===== config.mk =====
export PLATFORM = sky130hd
export DESIGN_NAME = shift_register_ser
export DESIGN_NICKNAME = d
export VERILOG_FILES = /design/src/rtl/shift_register_ser.sv
export SDC_FILE = /design/constraint.sdc
export NUM_CORES = 1
export LEC_CHECK = 0
export CORE_AREA = 3 3 40 42
export CTS_BUF_LIST = sky130_fd_sc_hd__clkbuf_4 sky130_fd_sc_hd__clkbuf_8 sky130_fd_sc_hd__clkbuf_16
export CTS_CLUSTER_DIAMETER = 30
export DETAILED_ROUTE_END_ITERATION = 8
export DIE_AREA = 0 0 43 45
export GPL_TIMING_DRIVEN = 0
export PLACE_DENSITY = 0.72
export SYNTH_ARGS = -nofsm -noshare
export SYNTH_HDL_FRONTEND = slang
export SYNTH_SLANG_ARGS = --single-unit
export TNS_END_PERCENT = 10

===== constraint.sdc =====
create_clock -name i_clk -period 3 [get_ports i_clk]
set_input_delay 0.6 -clock i_clk [delete_from_list [all_inputs] [get_ports i_clk]]
set_output_delay 0.6 -clock i_clk [all_outputs]
set_load 0.02 [all_outputs]

===== src/rtl/shift_register_ser.sv =====
// Parallel-to-serial shifter: SHIFT_NUM-bit words in over valid/ready, emitted LSB first.
// A one-word holding buffer keeps consecutive words contiguous on the serial line.
module shift_register_ser #(
  parameter int unsigned SHIFT_NUM = 4,
  parameter logic        IDLE_BIT  = 1'b0
) (
  input  logic                 i_clk,
  input  logic                 i_rst_n,
  input  logic [SHIFT_NUM-1:0] i_data,
  input  logic                 i_valid,
  output logic                 o_ready,
  output logic                 o_data,
  output logic                 o_frame,
  output logic                 o_busy
);

  localparam int unsigned     CntW    = $clog2(SHIFT_NUM + 1);
  localparam logic [CntW-1:0] LastCnt = CntW'(SHIFT_NUM - 1);

  localparam logic [0:0] StIdle  = 1'b0;
  localparam logic [0:0] StShift = 1'b1;

  logic [0:0]           state_q, state_d;
  logic [SHIFT_NUM-1:0] hold_q, hold_d;
  logic                 hold_full_q, hold_full_d;
  // One spare MSB so the next bit is always sh_q[1], even for SHIFT_NUM=1.
  logic [SHIFT_NUM:0]   sh_q, sh_d;
  logic [CntW-1:0]      bit_cnt_q, bit_cnt_d;
  logic                 data_q, data_d;
  logic                 frame_q, frame_d;

  logic last, load, accept;

  always_comb begin
    last    = (state_q == StShift) && (bit_cnt_q == LastCnt);
    load    = hold_full_q && ((state_q == StIdle) || last);
    o_ready = !hold_full_q || load;
    accept  = i_valid && o_ready;
    o_busy  = (state_q == StShift) || hold_full_q;
    o_data  = data_q;
    o_frame = frame_q;
  end

  always_comb begin
    hold_d      = hold_q;
    hold_full_d = hold_full_q;
    if (accept) begin
      hold_d      = i_data;
      hold_full_d = 1'b1;
    end else if (load) begin
      hold_full_d = 1'b0;
    end
  end

  always_comb begin
    state_d   = state_q;
    sh_d      = sh_q;
    bit_cnt_d = bit_cnt_q;
    data_d    = data_q;
    frame_d   = frame_q;
    if (load) begin
      sh_d      = {1'b0, hold_q};
      data_d    = hold_q[0];
      frame_d   = 1'b1;
      bit_cnt_d = '0;
      state_d   = StShift;
    end else if (last) begin
      state_d   = StIdle;
      data_d    = IDLE_BIT;
      frame_d   = 1'b0;
      bit_cnt_d = '0;
    end else if (state_q == StShift) begin
      data_d    = sh_q[1];
      sh_d      = sh_q >> 1;
      frame_d   = 1'b0;
      bit_cnt_d = bit_cnt_q + 1'b1;
    end
  end

  always_ff @(posedge i_clk or negedge i_rst_n) begin
    if (!i_rst_n) begin
      state_q     <= StIdle;
      hold_q      <= '0;
      hold_full_q <= 1'b0;
      sh_q        <= '0;
      bit_cnt_q   <= '0;
      data_q      <= IDLE_BIT;
      frame_q     <= 1'b0;
    end else begin
      state_q     <= state_d;
      hold_q      <= hold_d;
      hold_full_q <= hold_full_d;
      sh_q        <= sh_d;
      bit_cnt_q   <= bit_cnt_d;
      data_q      <= data_d;
      frame_q     <= frame_d;
    end
  end

endmodule


# Word-level counts from Yosys, hierarchy flattened
# Index checks and enable logic that the tools add are counted.
[word_totals]
elab_cells = 39
out_inout_bits = 4
ff_bits = 16
in_bits = 7
[classes]
bitwise_logic = 1
n_addsub = 1
reduce_logical = 12
mux = 16
n_eq_ne = 2
[op_table]
columns = ["op", "n"]
rows = [
  ["$mux W5", 3],
  ["$mux W1", 10],
  ["$mux W3", 3],
  ["$reduce_bool A2 Y1", 3],
  ["$add A3 B1 Y3 const B", 1],
  ["$eq A3 B2 Y1 const B", 1],
  ["$logic_and A1 B1 Y1", 3],
  ["$logic_or A1 B1 Y1", 3],
  ["$reduce_bool A3 Y1", 1],
  ["$ne A2 B1 Y1 const B", 1],
  ["$reduce_and A2 Y1", 1],
  ["$logic_not A1 Y1", 1],
  ["$not A1 Y1", 1],
]

# Logic depth before layout (Yosys ltp)
# Gate-level depths: netlist of the first run.
[depth]
ltp_word = 7
mapped_depth = 4
mapped_depth_nobuf = 4

# Worst setup path before layout of the first run
# Ideal clock, no wire load.
[synth_timing]
path_kind = "register to output"
from = "register bit_cnt_q[0]"
to = "output port o_ready"
path_slack_ps = 1294
path_stages_with_launch = 5
t_required_ps = 2400
path_buffers = 0
t_arrival_ps = 1106
path_cell_list = "dfrtp_1 > ha_1 > nand2b_4 > and2_0 > nand2_1"
[synth_between]
elab_chain_cells = 5
[synth_rtl]
columns = ["element", "line_no", "rtl"]
rows = [
  ["start: declaration", "28", "logic [CntW-1:0] bit_cnt_q, bit_cnt_d;"],
  ["start signal: assignment", "94", "bit_cnt_q <= bit_cnt_d;"],
  ["$eq A3 B2 Y1", "35", "last = (state_q == StShift) && (bit_cnt_q == LastCnt);"],
  ["$logic_and A1 B1 Y1", "35", ""],
  ["$logic_or A1 B1 Y1", "36", "load = hold_full_q && ((state_q == StIdle) || last);"],
  ["$logic_and A1 B1 Y1", "36", ""],
  ["$logic_or A1 B1 Y1", "37", "o_ready = !hold_full_q || load;"],
  ["end: declaration", "11", "output logic o_ready,"],
]
# No other way between the ends.

# Final worst setup path of the first run
# Same ends and word-level chain as after synthesis.

==> reports/qor.yml, run 1 <==
status: "finished, final reports clean"
via_per_inst: 5.195
crit_type: "reg -> out"
area_growth_pct: 25.05
min_period_over_period_pct: 86.06
clkSlewWorstSetupHoldPaths_ns: 0.07
seqCellArea_um2: 350.3
drive_gt1_share_pct: 20.97
place.gp.congestion: 0.7397
cts_resized: 0
numPortBuffers: 10
fp-row-count: 13
skew_ns: 0.01713
synth.distinct_cells: 20
final-hold-violation-count: 0
slowest_stage: "clkdlybuf4s50_1"
clockRootBuffer: "clkbuf_4"
cts_tree: "yes"
setup_ws_ns: 0.4183
path_max_fanout: 6
grt_usage_pct: 14.04
cts_hold_buffers: 0
cap_viol_max_count: 0
antenna_found_initial: 0
syn_area_um2: 619.3
pre_cts_ws_ns: 0.7229
peakVddDrop_mv: 0.5371
clk_latency_ns: 0.29
synthArstFlopShare_pct: 100.0
required_ns: 2.40
antenna_left: 0
ctsHtreeMaxLevel: 1
synth_seq_area_share_pct: 56.57
core_area_um2: 1285
max_slew.worst_pin.slew_ns: 0.6134
drtPass1Iterations: 4
hpwl_um: 791
die_y_um: 45
multi_input_area_um2: 245.2
cts-buffers-inserted: 3
setup_tns_ns: 0
ys.flop_type: "dfrtp_1"
clock_sinks: 14
syn-num-nets: 56
yosysWarnings: 0
final_nets: 71
rsz0062_at_grt: "no"
max_freq_mhz: 387.3
synth_edf_count: 0
worst-path-buf-inv: 1
die-area_um2: 1935
ys_ff_latch: 14
startpoint_type: "register"
drc: 0
die_x_um: 43
synth_cells: 48
postCtsSetupBuffers: 0
clk_path_buf_depth: 2
syn_area_per_cell_um2: 12.90
vias: 400
grt_max_degree: 15
cpLargestDelayFamily: "buffers and inverters"
min-delay-path-class: "reg -> reg"
min_period_ns: 2.582
start_util_pct: 48.20
fill_cells: 112
slew_violations: 0
power_density_nw_per_um2: 1004
grt_first_pass_wirelength_um: 1890
dr.first_iter.drc_count: 11
io_pins: 11
wl_per_cell_um: 14.08
cp_cell_sequence: "ha_1 -> nand2b_4 -> and2_0 -> nand2_1 -> clkdlybuf4s50_1"
setup_viol: 0
critPathCaptureType: "primary output"
leakagePower_nw: 0.3765
overflow: 0
slew-limit-headroom_pct: 58.98
grt_pass1_vias: 429
totalWireLength_um: 1084
critPathArrivalTime_ns: 1.98
worst_path_largest_cell_delay_ns: 0.54
diodes: 0
==> flip-flops by register name (all words and copies together), names as in the netlist <==
register,cells
o_data,1
hold_full_q,1
bit_cnt_q,3
o_frame,1
state_q,1
hold_q,4
sh_q,3
==> metrics by stage <==
step	instance area [um2]	utilization, %	std cells	hold WS (ns)	total power [mW]
2_1_floorplan	619.3	-	48	0.3044	0.5476
3_3_place_gp	738.2	57.45	73	0.4760	0.6357
6_report	774.5	60.27	77	0.5034	0.7779
5_1_grt	774.5	60.27	77	0.5391	0.8351
4_1_cts	774.5	60.27	77	0.5118	0.7852
3_5_place_dp	738.2	57.45	73	0.4919	0.6507
==> path summary, 6_finish.rpt <==
path / start / end / slack (ns) / depth (start not counted)
worst max-delay path: bit_cnt_q[0]$_DFFE_PN0P_ / o_ready / 0.42 / 5
worst min-delay path: bit_cnt_q[2]$_DFFE_PN0P_ / bit_cnt_q[2]$_DFFE_PN0P_ / 0.50 / 1
worst max register to register: bit_cnt_q[0]$_DFFE_PN0P_ / hold_q[0]$_DFFE_PN0P_ / 1.61 / 4
worst min register to register: bit_cnt_q[2]$_DFFE_PN0P_ / bit_cnt_q[2]$_DFFE_PN0P_ / 0.50 / 1
max in group asynchronous: i_rst_n / sh_q[3]$_DFFE_PN0P_ / 1.89 / 1
min in group asynchronous: i_rst_n / hold_q[2]$_DFFE_PN0P_ / 0.69 / 1
==> logic make-up (layout without fill, tap and decap cells) <==
logic type      Yosys count  count (layout)  synth area share [%]
flops                    14              14                 56.57
simple gates             11              11                 9.496
compound gates           10              10                 13.54
mux                       7               7                 14.55
buf+inv                   5              19                 3.838
fa+ha+maj                 1               1                 2.020
==> cell type report <==
| type | count | share of cell area, % |
|---|---|---|
| tap | 15 | 2.423 |
| buffer | 2 | 1.616 |
| timing repair buffer | 10 | 12.92 |
| sequential | 14 | 45.23 |
| clock buffer | 4 | 4.685 |
| multi-input combinational | 29 | 31.66 |
| inverter | 3 | 1.454 |
==> report_power, final <==
part	internal [mW]	total [mW]	switching, mW
Sequential	0.263	0.304	0.0418
Combinational	0.185	0.339	0.154
Clock	0.0739	0.134	0.0606
Total	0.521	0.778	0.256
==> synth_stat cells (2+ instances only) <==
cell type,n,area (um2)
inv_1,3,11.26
mux2i_1,3,30.03
nor2_1,3,11.26
nand2_1,3,11.26
mux2_4,4,60.06
nand3_1,2,10.01
dfrtp_1,14,350.3
o21ai_0,3,15.01
a22o_1,2,17.52
==> layout by cell type, fill, tap and decap left out <==
cell type        instances
nand3_1                  2
nand2_1                  3
o21a_1                   1
buf_4                    1
clkbuf_4                 3
nand2b_4                 1
a31o_4                   1
ha_1                     1
a32o_1                   1
mux2i_1                  3
clkbuf_2                 1
nand2b_1                 1
a22o_1                   2
o21ai_0                  3
clkbuf_8                 1
inv_1                    3
mux2_4                   4
nor2_1                   3
a21o_1                   1
dfrtp_1                 14
and2_0                   1
a31o_2                   1
clkdlybuf4s50_1         10
==> metal layers <==
layer / wire length, um / vias to the layer above / GRT usage, %
met1: 500 / 194 / 18.25
met3: 74 / 0 / 7.171
met2: 509 / 11 / 20.96
met5: 0 / - / 0
met4: 0 / 0 / 3.614
li1: - / 195 / -
(Power assumes the default switching activity.)
==> inputs of run 2 (changes only) <==
==> constraint.sdc (replaced) <==
create_clock -name i_clk -period 2.49 [get_ports i_clk]
set_input_delay 0.498 -clock i_clk [delete_from_list [all_inputs] [get_ports i_clk]]
set_output_delay 0.498 -clock i_clk [all_outputs]
set_load 0.02 [all_outputs]
==> reports/qor.yml, run 2 (synthesis results as in run 1) <==
status: "finished, final reports clean"  # unchanged
die_x_um: 43  # unchanged
cpLargestDelayFamily: "buffers and inverters"  # unchanged
overflow: 0  # unchanged
critPathCaptureType: "primary output"  # unchanged
slew-limit-headroom_pct: 59.23  # was 58.98%
path_max_fanout: 6  # unchanged
largest_reg_flops: 4  # unchanged
worst_path_largest_cell_delay_ns: 0.59  # was 0.54 ns
cts_hold_buffers: 0  # unchanged
fp-row-count: 13  # unchanged
top_register: "hold_q"  # unchanged
required_ns: 1.99  # was 2.40 ns
drtPass1Iterations: 4  # unchanged
die-area_um2: 1935  # unchanged
slowest_stage: "clkdlybuf4s50_1"  # unchanged
min_period_ns: 2.372
fill_cells: 113  # was 112
min_period_over_period_pct: 95.27
antenna_found_initial: 0  # unchanged
skew_ns: 0.01542  # was 0.01713 ns
ctsHtreeMaxLevel: 1  # unchanged
numPortBuffers: 10  # unchanged
grt_usage_pct: 14.04  # unchanged
max_slew.worst_pin.slew_ns: 0.6096  # was 0.6134 ns
largestRegisters: "hold_q (4), bit_cnt_q (3), sh_q (3)"  # unchanged
grt_max_degree: 15  # unchanged
slew_violations: 0  # unchanged
max_freq_mhz: 421.5
start_util_pct: 48.20  # unchanged
use_met3_pct: 7.171  # unchanged
met1_usage_pct: 18.25  # unchanged
cts-buffers-inserted: 3  # unchanged
totalWireLength_um: 1077  # was 1084 um
clock_sinks: 14  # unchanged
diodes: 0  # unchanged
mostFrequentLayoutCell: "dfrtp_1"  # unchanged
crit_type: "reg -> out"  # unchanged
drive_gt1_share_pct: 22.58  # was 20.97%
cap_viol_max_count: 0  # unchanged
final_nets: 71  # unchanged
area_growth_pct: 25.25  # was 25.05%
cts_tree: "yes"  # unchanged
wl_per_cell_um: 13.99  # was 14.08 um
place.gp.congestion: 0.7397  # unchanged
io_pins: 11  # unchanged
startpoint_type: "register"  # unchanged
mostFrequentLayoutCells: "dfrtp_1 (14), clkdlybuf4s50_1 (10), mux2_4 (4)"  # unchanged
core_area_um2: 1285  # unchanged
via_per_inst: 5.208  # was 5.195
power_density_nw_per_um2: 1209  # was 1004 nW/um2
antenna_left: 0  # unchanged
vias: 401  # was 400
critPathArrivalTime_ns: 1.87  # was 1.98 ns
setup_tns_ns: 0  # unchanged
fin_hold_ws_ns: 0.5018  # was 0.5034 ns
min-delay-path-class: "reg -> reg"  # unchanged
grt.met2_usage_pct: 20.96  # unchanged
hpwl_um: 791  # unchanged
worst-path-buf-inv: 1  # unchanged
top_usage_layer: "met2"  # unchanged
peakVddDrop_mv: 0.6481  # was 0.5371 mV
multi_input_area_um2: 246.5  # was 245.2 um2
drc: 0  # unchanged
final-hold-violation-count: 0  # unchanged
clkSlewWorstSetupHoldPaths_ns: 0.09  # was 0.07 ns
cp_cell_sequence: "ha_1 -> nand2b_4 -> and2_2 -> nand2_1 -> clkdlybuf4s50_1"  # was ha_1 -> nand2b_4 -> and2_0 -> nand2_1 -> clkdlybuf4s50_1
postCtsSetupBuffers: 0  # unchanged
leakagePower_nw: 0.3771  # was 0.3765 nW
clk_path_buf_depth: 2  # unchanged
grt_first_pass_wirelength_um: 1890  # unchanged
setup_viol: 0  # unchanged
clockRootBuffer: "clkbuf_4"  # unchanged
seqCellArea_um2: 350.3  # unchanged
clk_latency_ns: 0.28  # was 0.29 ns
grt_pass1_vias: 429  # unchanged
dr.first_iter.drc_count: 11  # unchanged
rsz0062_at_grt: "no"  # unchanged
die_y_um: 45  # unchanged
[run 2: repair_timing]
action	CTS	global route
endpoints found under the hold margin	0	0
gates resized for setup	0	2
setup endpoints to repair	0	1
[run 2: metrics by stage]
stage	instance area [um2]	power (mW)	cells	util (%)	setup WS (ns)
floorplan	619.3	0.6598	48	-	0.8859
global placement	738.2	0.7659	73	57.45	0.3281
detailed placement	738.2	0.7840	73	57.45	0.3149
CTS	774.5	0.9460	77	60.27	0.006185
global route	775.7	1.009	77	60.37	0.02023
finish	775.7	0.9376	77	60.37	0.1177
[run 2: final timing paths]
kind                       cells after the start                        to  slack, ns                startpoint
setup / recovery                               5                   o_ready       0.12  bit_cnt_q[1]$_DFFE_PN0P_
hold / removal                                 1  bit_cnt_q[2]$_DFFE_PN0P_       0.50  bit_cnt_q[2]$_DFFE_PN0P_
setup reg to reg                               4     hold_q[0]$_DFFE_PN0P_       1.10  bit_cnt_q[1]$_DFFE_PN0P_
hold reg to reg                                1  bit_cnt_q[2]$_DFFE_PN0P_       0.50  bit_cnt_q[2]$_DFFE_PN0P_
max in group asynchronous                      1       sh_q[3]$_DFFE_PN0P_       1.49                   i_rst_n
min in group asynchronous                      1     hold_q[2]$_DFFE_PN0P_       0.59                   i_rst_n
[run 2: worst reg2reg max path: stages (launching register included)]
cell      delay (ns)
dfrtp_1         0.37
ha_1            0.22
nand2b_4        0.09
a31o_4          0.28
mux2_4          0.30
[run 2: area by class of cell]
class	instances	share of cell area, %
Clock buffer	4	4.677
Tap cell	15	2.419
Sequential cell	14	45.16
Buffer	2	1.613
Inverter	3	1.452
Timing Repair Buffer	10	12.90
Multi-Input combinational cell	29	31.77
[run 2: power by group]
group | total [mW] | switching [mW] | internal [mW]
logic | 0.411 | 0.185 | 0.226
registers | 0.366 | 0.0493 | 0.316
clock network | 0.161 | 0.0720 | 0.0890
[run 2: routing by layer]
layer | share of wire, % | wire length, um | vias to the layer above
li1 | - | - | 194
met1 | 44 | 479 | 196
met2 | 49 | 523 | 11
met3 | 6.9 | 74 | 0
met4 | 0 | 0 | 0
met5 | 0 | 0 | -
